--- config.mk ---
export PLATFORM = sky130hd
export DESIGN_NAME = ps2_host_tx
export DESIGN_NICKNAME = d
export VERILOG_FILES = /design/src/rtl/ps2_pkg.sv /design/src/rtl/ps2_line_sync.sv /design/src/rtl/ps2_host_tx.sv
export SDC_FILE = /design/constraint.sdc
export NUM_CORES = 1
export LEC_CHECK = 0
export BUFFER_PORTS_ARGS = -buffer_cell sky130_fd_sc_hd__buf_2
export CAP_MARGIN = 20
export CORE_MARGIN = 10
export CORE_UTILIZATION = 54
export DETAILED_ROUTE_END_ITERATION = 12
export HOLD_SLACK_MARGIN = 0.15
export PLACE_DENSITY = 0.75
export SYNTH_ARGS = -nofsm -noshare
export SYNTH_HDL_FRONTEND = slang
export SYNTH_SLANG_ARGS = --single-unit
--- constraint.sdc ---
create_clock -name clk -period 1.84 [get_ports clk]
set_input_delay 0.092 -clock clk [delete_from_list [all_inputs] [get_ports clk]]
set_output_delay 0.092 -clock clk [all_outputs]
set_load 0.1 [all_outputs]
--- src/rtl/ps2_pkg.sv ---
// rtl/ps2_pkg.sv - shared state type, frame constants and cycle helpers for the PS/2 blocks
//
// Purpose: common definitions for the PS/2 host transmitter and the keyboard
//          receiver. No ports (package).

package ps2_pkg;

  // Host-to-device transmitter states.
  typedef enum logic [2:0] {
    TX_IDLE    = 3'd0,
    TX_INHIBIT = 3'd1,
    TX_REQ     = 3'd2,
    TX_SHIFT   = 3'd3,
    TX_RELEASE = 3'd4
  } ps2_tx_state_e;

  // Falling device-clock edges in one host-to-device frame.
  localparam int unsigned PS2_DATA_EDGES  = 8;
  localparam int unsigned PS2_PARITY_EDGE = 9;
  localparam int unsigned PS2_STOP_EDGE   = 10;
  localparam int unsigned PS2_FRAME_EDGES = 11;

  // Released open-drain lines read as 1 through the pull-ups.
  localparam logic PS2_LINE_IDLE = 1'b1;

  // Whole-MHz clock assumed: cycles = (Hz / 1e6) * microseconds.
  function automatic int unsigned ps2_us_to_cycles(input int unsigned clk_freq,
                                                   input int unsigned us);
    return (clk_freq / 1_000_000) * us;
  endfunction

  // Bits needed to hold values 0..max_val.
  function automatic int unsigned ps2_cnt_width(input int unsigned max_val);
    return (max_val < 2) ? 1 : $clog2(max_val + 1);
  endfunction

endpackage

--- src/rtl/ps2_line_sync.sv ---
// rtl/ps2_line_sync.sv - 2-flop synchronizer and falling-edge detect for the PS/2 lines
//
// Purpose: brings the raw PS/2 clock and data pin levels into the clk domain
//          and flags their falling edges (sync'd value was 1, now 0).
// Ports:
//   clk       in  system clock
//   rst_n     in  asynchronous active-low reset
//   clk_in    in  raw PS/2 clock pin level (asynchronous)
//   data_in   in  raw PS/2 data pin level (asynchronous)
//   clk_sync  out synchronized clock line
//   data_sync out synchronized data line
//   clk_fall  out one-cycle falling-edge strobe on the clock line
//   data_fall out one-cycle falling-edge strobe on the data line

module ps2_line_sync
  import ps2_pkg::*;
(
  input  logic clk,
  input  logic rst_n,
  input  logic clk_in,
  input  logic data_in,
  output logic clk_sync,
  output logic data_sync,
  output logic clk_fall,
  output logic data_fall
);

  // Bit 1 = clock line, bit 0 = data line.
  logic [1:0] meta_q, meta_d;
  logic [1:0] sync_q, sync_d;
  logic [1:0] prev_q, prev_d;

  always_comb begin
    meta_d = {clk_in, data_in};
    sync_d = meta_q;
    prev_d = sync_q;
  end

  // Reset to the idle (pulled-up) level so release of reset never looks
  // like a falling edge.
  always_ff @(posedge clk or negedge rst_n) begin
    if (!rst_n) begin
      meta_q <= {2{PS2_LINE_IDLE}};
      sync_q <= {2{PS2_LINE_IDLE}};
      prev_q <= {2{PS2_LINE_IDLE}};
    end else begin
      meta_q <= meta_d;
      sync_q <= sync_d;
      prev_q <= prev_d;
    end
  end

  assign clk_sync  = sync_q[1];
  assign data_sync = sync_q[0];
  assign clk_fall  = prev_q[1] & ~sync_q[1];
  assign data_fall = prev_q[0] & ~sync_q[0];

endmodule

--- src/rtl/ps2_host_tx.sv ---
// rtl/ps2_host_tx.sv - host-to-device PS/2 command transmitter
//
// Purpose: accepts one command byte per tx_valid/tx_ready handshake and sends
//          it to the keyboard: clock inhibit, request-to-send, 8 data bits LSB
//          first, odd parity, stop, then checks the device acknowledge.
// Ports:
//   clk          in  system clock (fast_clk)
//   reset        in  asynchronous active-low reset
//   tx_data      in  command byte
//   tx_valid     in  tx_data is valid
//   tx_ready     out block can accept a byte (IDLE)
//   ps2_clk_in   in  raw PS/2 clock pin level
//   ps2_data_in  in  raw PS/2 data pin level
//   ps2_clk_oe   out 1 pulls the clock line low
//   ps2_data_oe  out 1 pulls the data line low
//   tx_active    out frame in progress; receiver ignores the lines
//   done         out one-cycle pulse, frame acknowledged
//   error        out one-cycle pulse, timeout or missing acknowledge

module ps2_host_tx
  import ps2_pkg::*;
#(
  parameter int unsigned CLK_FREQ   = 48_000_000,
  parameter int unsigned INHIBIT_US = 100,
  parameter int unsigned TIMEOUT_US = 15000
) (
  input  logic       clk,
  input  logic       reset,
  input  logic [7:0] tx_data,
  input  logic       tx_valid,
  output logic       tx_ready,
  input  logic       ps2_clk_in,
  input  logic       ps2_data_in,
  output logic       ps2_clk_oe,
  output logic       ps2_data_oe,
  output logic       tx_active,
  output logic       done,
  output logic       error
);

  localparam int unsigned INHIBIT_CYCLES = ps2_us_to_cycles(CLK_FREQ, INHIBIT_US);
  localparam int unsigned TIMEOUT_CYCLES = ps2_us_to_cycles(CLK_FREQ, TIMEOUT_US);
  // One counter serves both the inhibit period and the timeout.
  localparam int unsigned TMR_W = ps2_cnt_width(
      (TIMEOUT_CYCLES > INHIBIT_CYCLES) ? TIMEOUT_CYCLES : INHIBIT_CYCLES);
  localparam logic [TMR_W-1:0] INHIBIT_LOAD = TMR_W'(INHIBIT_CYCLES - 1);
  localparam logic [TMR_W-1:0] TIMEOUT_LOAD = TMR_W'(TIMEOUT_CYCLES - 1);

  logic clk_sync;
  logic data_sync;
  logic clk_fall;
  logic unused_data_fall;

  ps2_line_sync u_line_sync (
    .clk       (clk),
    .rst_n     (reset),
    .clk_in    (ps2_clk_in),
    .data_in   (ps2_data_in),
    .clk_sync  (clk_sync),
    .data_sync (data_sync),
    .clk_fall  (clk_fall),
    .data_fall (unused_data_fall)
  );

  ps2_tx_state_e state_q, state_d;
  logic [TMR_W-1:0] cnt_q, cnt_d;
  logic [3:0]       edge_cnt_q, edge_cnt_d;
  logic [7:0]       shreg_q, shreg_d;
  logic             parity_q, parity_d;
  logic             ack_q, ack_d;
  logic             clk_oe_q, clk_oe_d;
  logic             data_oe_q, data_oe_d;
  logic             done_q, done_d;
  logic             error_q, error_d;

  logic [3:0] edge_n;
  logic       timer_zero;

  assign edge_n     = edge_cnt_q + 4'd1;
  assign timer_zero = (cnt_q == '0);

  always_comb begin
    state_d    = state_q;
    cnt_d      = cnt_q;
    edge_cnt_d = edge_cnt_q;
    shreg_d    = shreg_q;
    parity_d   = parity_q;
    ack_d      = ack_q;
    clk_oe_d   = clk_oe_q;
    data_oe_d  = data_oe_q;
    done_d     = 1'b0;
    error_d    = 1'b0;

    unique case (state_q)
      TX_IDLE: begin
        clk_oe_d  = 1'b0;
        data_oe_d = 1'b0;
        if (tx_valid) begin
          shreg_d   = tx_data;
          parity_d  = ~^tx_data;
          cnt_d     = INHIBIT_LOAD;
          clk_oe_d  = 1'b1;
          // A one-cycle inhibit is also its own last cycle.
          data_oe_d = (INHIBIT_CYCLES == 1);
          state_d   = TX_INHIBIT;
        end
      end

      TX_INHIBIT: begin
        if (timer_zero) begin
          clk_oe_d   = 1'b0;
          data_oe_d  = 1'b1;
          cnt_d      = TIMEOUT_LOAD;
          edge_cnt_d = 4'd0;
          state_d    = TX_REQ;
        end else begin
          cnt_d     = cnt_q - TMR_W'(1);
          clk_oe_d  = 1'b1;
          // Start bit goes out during the final inhibit cycle.
          data_oe_d = (cnt_q == TMR_W'(1));
        end
      end

      TX_REQ: begin
        // The first device falling edge is edge 1: present data bit 0.
        if (clk_fall) begin
          data_oe_d  = ~shreg_q[0];
          shreg_d    = {1'b0, shreg_q[7:1]};
          edge_cnt_d = 4'd1;
          cnt_d      = TIMEOUT_LOAD;
          state_d    = TX_SHIFT;
        end else if (timer_zero) begin
          clk_oe_d  = 1'b0;
          data_oe_d = 1'b0;
          error_d   = 1'b1;
          state_d   = TX_IDLE;
        end else begin
          cnt_d = cnt_q - TMR_W'(1);
        end
      end

      TX_SHIFT: begin
        if (clk_fall) begin
          cnt_d      = TIMEOUT_LOAD;
          edge_cnt_d = edge_n;
          if (edge_n <= 4'(PS2_DATA_EDGES)) begin
            data_oe_d = ~shreg_q[0];
            shreg_d   = {1'b0, shreg_q[7:1]};
          end else if (edge_n == 4'(PS2_PARITY_EDGE)) begin
            data_oe_d = ~parity_q;
          end else if (edge_n == 4'(PS2_STOP_EDGE)) begin
            data_oe_d = 1'b0;
          end else begin
            // Device holds data low across this edge to acknowledge.
            ack_d     = ~data_sync;
            data_oe_d = 1'b0;
            state_d   = TX_RELEASE;
          end
        end else if (timer_zero) begin
          clk_oe_d  = 1'b0;
          data_oe_d = 1'b0;
          error_d   = 1'b1;
          state_d   = TX_IDLE;
        end else begin
          cnt_d = cnt_q - TMR_W'(1);
        end
      end

      TX_RELEASE: begin
        clk_oe_d  = 1'b0;
        data_oe_d = 1'b0;
        if (clk_sync && data_sync) begin
          done_d  = ack_q;
          error_d = ~ack_q;
          state_d = TX_IDLE;
        end else if (clk_fall) begin
          cnt_d = TIMEOUT_LOAD;
        end else if (timer_zero) begin
          error_d = 1'b1;
          state_d = TX_IDLE;
        end else begin
          cnt_d = cnt_q - TMR_W'(1);
        end
      end

      default: begin
        clk_oe_d  = 1'b0;
        data_oe_d = 1'b0;
        state_d   = TX_IDLE;
      end
    endcase
  end

  always_ff @(posedge clk or negedge reset) begin
    if (!reset) begin
      state_q    <= TX_IDLE;
      cnt_q      <= '0;
      edge_cnt_q <= 4'd0;
      shreg_q    <= 8'd0;
      parity_q   <= 1'b0;
      ack_q      <= 1'b0;
      clk_oe_q   <= 1'b0;
      data_oe_q  <= 1'b0;
      done_q     <= 1'b0;
      error_q    <= 1'b0;
    end else begin
      state_q    <= state_d;
      cnt_q      <= cnt_d;
      edge_cnt_q <= edge_cnt_d;
      shreg_q    <= shreg_d;
      parity_q   <= parity_d;
      ack_q      <= ack_d;
      clk_oe_q   <= clk_oe_d;
      data_oe_q  <= data_oe_d;
      done_q     <= done_d;
      error_q    <= error_d;
    end
  end

  assign tx_ready    = (state_q == TX_IDLE);
  assign tx_active   = (state_q != TX_IDLE);
  assign ps2_clk_oe  = clk_oe_q;
  assign ps2_data_oe = data_oe_q;
  assign done        = done_q;
  assign error       = error_q;

endmodule

==> impl_metrics.yaml, run 1 <==
power:
  total_power_uw: 4610
  vdd_drop_max_mv: 0.663
  p_leak_uw: 0.00184
  power_density_nw_per_um2: 1160
timing:
  finalWorstSetupSlack_ns: -0.268
  slew_headroom_pct: 61.5
  layout_worst_path_cycle_share_pct: 115
  drv_slew: 0
  tightest_slew_ns: 0.577
  period_minus_slack_ns: 2.11
  rsz0062_at_grt: "true"
  max_clock_freq_mhz: 474
  clock_skew_ns: 0.0116
  report.final.hold_viol_count: 0
  setup_violations: 29
  finalSetupTns_ns: -4.45
yosys:
  yosys.cell_count.top_type: "dfrtp_1"
  synth-simple-area-share_pct: 22.3
  synth_mux_area_share_pct: 2.53
  synthCells: 309
  synth_top_area_share_pct: 37.1
  synthDistinctLibCells: 60
  synth-compound-area-share_pct: 24.3
  yosysTopAreaCell: "dfrtp_1"
  ys.flop_type: "dfrtp_1"
  ys.warnings.count: 0
  async_flop_share_pct: 100
  synthAdderAreaFrac_pct: 2.71
  syn_nets: 328
  synth_xor_area_share_pct: 2.53
  ys_seq_area_share_pct: 41.8
  syn_area_per_cell_sq_um: 8.96
  synthesis.area_sq_um: 2770
  ys_ff_latch: 46
  synth_top_family_by_area: "compound AO/OA/AOI/OAI gates"
  synth_edf_count: 0
  synth_top_cells_by_area: "dfrtp_1 37%, o21ai_1 5.1%, nand2_1 4.9%"
  yosys-top-cells-count: "41 x dfrtp_1, 36 x nand2_1, 28 x o21ai_1"
layout:
  fin_area_sq_um: 3970
  final_nets: 429
  antenna_cells: 0
  fill_cells: 263
  area_growth_pct: 43.5
  fin_cells: 478
  post-route-util_pct: 81.9
  drive_gt1_share_pct: 40.1
clock_network:
  clock_path_buffers: 2
  cts-htree-levels: 2
  clk_pin_slew_worst_paths_ns: 0.08
  cts_tree: "yes"
  cts_root_buf: "clkbuf_8"
  clock_sinks: 46
  cts_buffers: 5
  clk_latency_ns: 0.31
drt:
  vias: 3044
  post_drt_wl_per_cell_microns: 19.3
  ant_nets: 0
  drt-total-wl_microns: 9200
  dr.pass1.iters: 5
  drtIter0Drc: 394
  drc: 0
  vias_per_cell: 6.37
run_status:
  status: "complete, but fails checks"
  violations: "negative setup slack"
floorplan:
  initial_core_util_pct: 57.1
  rows: 25
  io_pins: 19
  die_w_microns: 91.6
  coreArea_sq_um: 4850
  die_area_sq_um: 8390
  fp.dieH_microns: 91.6
hold_path:
  hold_start: "tx_data[1]"
  worstHoldPathType: "input port to register"
global_route:
  antenna_found_initial: 0
  overflow: 0
  grt_max_degree: 25
  track_usage_pct: 19.0
  grt_pass1_vias: 2763
  grt_pass1_wl_microns: 13400
setup_path:
  worstPathMaxFanout: 5
  cp.required_ns: 2.08
  crit_start: "cnt_q[2]"
  crit_type: "register to register"
  cp-end-kind: "register"
  r2r-start: "cnt_q[2]"
  worst_ep_arrival_time_ns: 2.35
  worst_setup_path_start_kind: "register"
placement:
  io_buffers: 18
  dpl_cell_area_sq_um: 3400
  dp_hpwl_microns: 5590
  globalplace.congestion: 0.933
  placed_cells: 444
job:
  drv_cap: 0
## worst max-delay path: stages (launching register included)
cell and delay, ns:
dfrtp_2 0.46, nor4_2 0.37, and4_4 0.35, and3_4 0.25
buf_6 0.13, a21o_1 0.18, buf_4 0.14, o21ai_1 0.09
nand2_1 0.08
## cell type report
cell class | count | area, sq um | share of cell area (%)
clock buffers | 7 | 86.3 | 2.17
clock inverters | 1 | 5.00 | 0.126
well taps | 67 | 83.8 | 2.11
inverters | 9 | 37.5 | 0.945
flip-flops and latches | 46 | 1170 | 29.4
repair buffers | 108 | 872 | 22.0
multi-input cells | 240 | 1720 | 43.2
## final timing paths
check / endpoint / slack (ns) / cells after the start
min reg2reg: u_line_sync.prev_d[1] / 0.36 / 0
max reg2reg: cnt_q[6] / -0.27 / 8
max in group asynchronous: u_line_sync.meta_q[0] / 0.91 / 3
min: shreg_q[1] / 0.17 / 3
max: cnt_q[6] / -0.27 / 8
min in group asynchronous: edge_cnt_q[2] / 0.31 / 2
## through the flow
| stage | setup slack, ns | hold WS (ns) |
|---|---|---|
| floorplan | -0.0986 | -0.204 |
| global placement | -0.0485 | 0.117 |
| detailed placement | -0.137 | 0.114 |
| CTS | -0.0528 | 0.155 |
| global route | -0.284 | 0.199 |
| finish | -0.268 | 0.169 |
## cell families (layout without fill, tap and decap cells)
logic type,Yosys count,after routing
simple gates,114,114
flops,46,46
buf+inv,23,125
compound gates,105,105
xor+xnor,8,8
mux,7,7
fa+ha+maj,6,6
## state kept, by name (all words and copies together), names as in the netlist
register / flops
ack_q: 1
ps2_clk_oe: 1
u_line_sync.prev_q: 1
shreg_q: 8
done: 1
u_line_sync.meta_q: 2
edge_cnt_q: 4
error: 1
state_q: 3
u_line_sync.prev_d: 2
parity_q: 1
cnt_q: 20
ps2_data_oe: 1
## cell usage in the layout (no fill, tap or decap), types with 6 or more instances in the layout
cell type	count
nor2b_1	6
o21ai_1	23
ha_1	6
buf_4	69
nor2_1	16
o21ai_0	15
o21ai_2	6
dfrtp_1	31
a21oi_1	13
mux2i_1	7
buf_6	7
clkbuf_8	6
nand3_1	9
inv_1	8
dfrtp_2	10
nand2_1	34
xnor2_1	7
dlygate4sd3_1	11
buf_2	17
## metal layers
layer / track usage (%) / vias to the layer above / wire [microns]
li1: - / 1338 / -
met1: 23.6 / 1440 / 3590
met2: 31.1 / 200 / 4290
met3: 3.95 / 66 / 775
met4: 8.22 / 0 / 550
met5: 0 / - / 0
## power breakdown
group          internal (uW)  switching, uW  total, uW
clock                    304            348        651
combinational           1110           1250       2360
sequential              1300            303       1600
total                   2710           1900       4610
## timing repair
| action | CTS | global route |
|---|---|---|
| gates resized for setup | 12 | 46 |
| setup buffers | 4 | 11 |
| endpoints found under the hold margin | 32 | 0 |
| hold buffers | 11 | 0 |
| pin swaps | 13 | 17 |
| setup endpoints to repair | 22 | 38 |
Note: power is estimated with default switching activity, not from simulation.
==> run 2: changes to the inputs <==
--- a/config.mk
+++ b/config.mk
@@ -12,6 +12,7 @@
 export DETAILED_ROUTE_END_ITERATION = 12
 export HOLD_SLACK_MARGIN = 0.15
 export PLACE_DENSITY = 0.75
+export SKIP_LAST_GASP = 1
 export SYNTH_ARGS = -nofsm -noshare
 export SYNTH_HDL_FRONTEND = slang
 export SYNTH_SLANG_ARGS = --single-unit
==> run 2 against run 1 <==
Against the previous run: the flow still finishes with violations (negative setup slack); register-to-register slack better by 0.10 ns; cell area shrank 0.47%; clock skew decreased by 0.0045 ns; routed wire length shrank 3.3%; cell count unchanged; sequential cell count unchanged.
==> impl_metrics.yaml, run 2 (synthesis results as in run 1) <==
global_route:
  grt_pass1_vias: 2739
  grt_pass1_wl_microns: 13400
  grt_max_degree: 25
  overflow: 0
  antenna_found_initial: 0
  track_usage_pct: 18.9
timing:
  slew_headroom_pct: 62.0
  rsz0062_at_grt: "true"
  drv_slew: 0
  tightest_slew_ns: 0.570
  timing.hold.ws_ns: 0.169
  period_minus_slack_ns: 2.01
  max_clock_freq_mhz: 499
  finalWorstSetupSlack_ns: -0.165
  report.final.hold_viol_count: 0
  clock_skew_ns: 0.00712
  finalSetupTns_ns: -2.11
  setup_violations: 27
  layout_worst_path_cycle_share_pct: 109
layout:
  antenna_cells: 0
  area_growth_pct: 42.9
  drive_gt1_share_pct: 38.9
  largest_reg_flops: 20
  fill_cells: 271
  final_common_cell: "buf_4"
  final_cell_mix: "69 x buf_4, 34 x nand2_1, 32 x dfrtp_1"
  final_nets: 429
  max_flop_register: "cnt_q"
  largestRegisters: "cnt_q: 20 flops, shreg_q: 8 flops, edge_cnt_q: 4 flops"
  fin_cells: 478
floorplan:
  die_w_microns: 91.6
  fp.dieH_microns: 91.6
  coreArea_sq_um: 4850
  rows: 25
  die_area_sq_um: 8390
  io_pins: 19
  initial_core_util_pct: 57.1
clock_network:
  cts_buffers: 5
  cts_tree: "yes"
  clock_sinks: 46
  cts-htree-levels: 2
  cts_root_buf: "clkbuf_8"
  clock_path_buffers: 2
  clk_latency_ns: 0.30
  clk_pin_slew_worst_paths_ns: 0.09
hold_path:
  hold_start: "tx_data[1]"
  min_path_cells: 3
  worstHoldPathType: "input port to register"
  hold-path-endpoint: "shreg_q[1]"
placement:
  dp_hpwl_microns: 5590
  placed_cells: 444
  globalplace.congestion: 0.933
  io_buffers: 18
power:
  power_density_nw_per_um2: 1160
  vdd_drop_max_mv: 0.646
  p_leak_uw: 0.00183
  total_power_uw: 4590
drt:
  drc: 0
  vias_per_cell: 6.36
  ant_nets: 0
  dr.pass1.iters: 5
  post_drt_wl_per_cell_microns: 18.6
  drt-total-wl_microns: 8900
  drtIter0Drc: 325
  vias: 3041
setup_path:
  rrSetupSlack_ns: -0.17
  worst_setup_path_start_kind: "register"
  cp-end-kind: "register"
  worstPathMaxFanout: 7
  reg2regPathDepth: 6
  rr_endpoint: "cnt_q[2]"
  cp.required_ns: 2.03
  worst_ep_arrival_time_ns: 2.19
  r2r-start: "state_q[0]"
  crit_type: "register to register"
run_status:
  violations: "negative setup slack"
  status: "complete, but fails checks"
job:
  drv_cap: 0
-- run 2: through the flow --
step / worst slack [ns] / instance area, sq um / utilization [%]
2_1_floorplan: -0.0986 / 2810 / -
3_3_place_gp: -0.0485 / 3400 / 70.0
3_5_place_dp: -0.137 / 3400 / 70.0
5_1_grt: -0.179 / 3950 / 81.5
4_1_cts: -0.0528 / 3680 / 76.0
6_report: -0.165 / 3950 / 81.5
-- run 2: layout make-up --
class                      instances  area, sq um  share of cell area (%)
multi-input combinational        240         1700                    43.0
timing repair buffer             108          872                    22.1
clock buffer                       7         86.3                    2.18
clock inverter                     1         5.00                   0.127
tap                               67         83.8                    2.12
inverter                           9         37.5                   0.949
sequential                        46         1170                    29.6
-- run 2: critical path, stage by stage, from the launching register on --
cell and delay [ns]:
dfrtp_1 0.49, buf_4 0.18, nor4b_1 0.35, o31a_1 0.34
nor2b_4 0.29, buf_4 0.16, a31oi_2 0.09
-- run 2: worst max path at each step --
stage | endpoint | slack (ns) | from | cells past startpoint
after floorplan | cnt_q[14] | -0.1 | state_q[1] | 6
after detailed placement | cnt_q[2] | -0.14 | cnt_q[3] | 8
after global placement | cnt_q[2] | -0.05 | cnt_q[3] | 8
after CTS | cnt_q[2] | -0.05 | cnt_q[7] | 8
after global routing | cnt_q[10] | -0.18 | cnt_q[2] | 7
final | cnt_q[2] | -0.17 | state_q[0] | 6
-- run 2: repair_timing --
action	4_1_cts	5_1_grt
gates resized for setup	11	42
setup endpoints to repair	22	38
endpoints found under the hold margin	32	0
setup buffers	4	11
gates cloned	0	0
pin swaps	13	17
hold buffers	11	0
-- run 2: per-layer routing --
metal,track usage [%],wire [microns],part of all wire [%]
met1,23.8,3610,41
met2,30.7,4240,48
met3,3.70,694,7.8
met4,7.83,358,4.0
met5,0,0,0
-- run 2: power breakdown --
group / internal (uW) / total (uW) / switching (uW)
clock: 304 / 653 / 349
sequential: 1300 / 1610 / 310
combinational: 1100 / 2330 / 1220
total: 2700 / 4590 / 1880
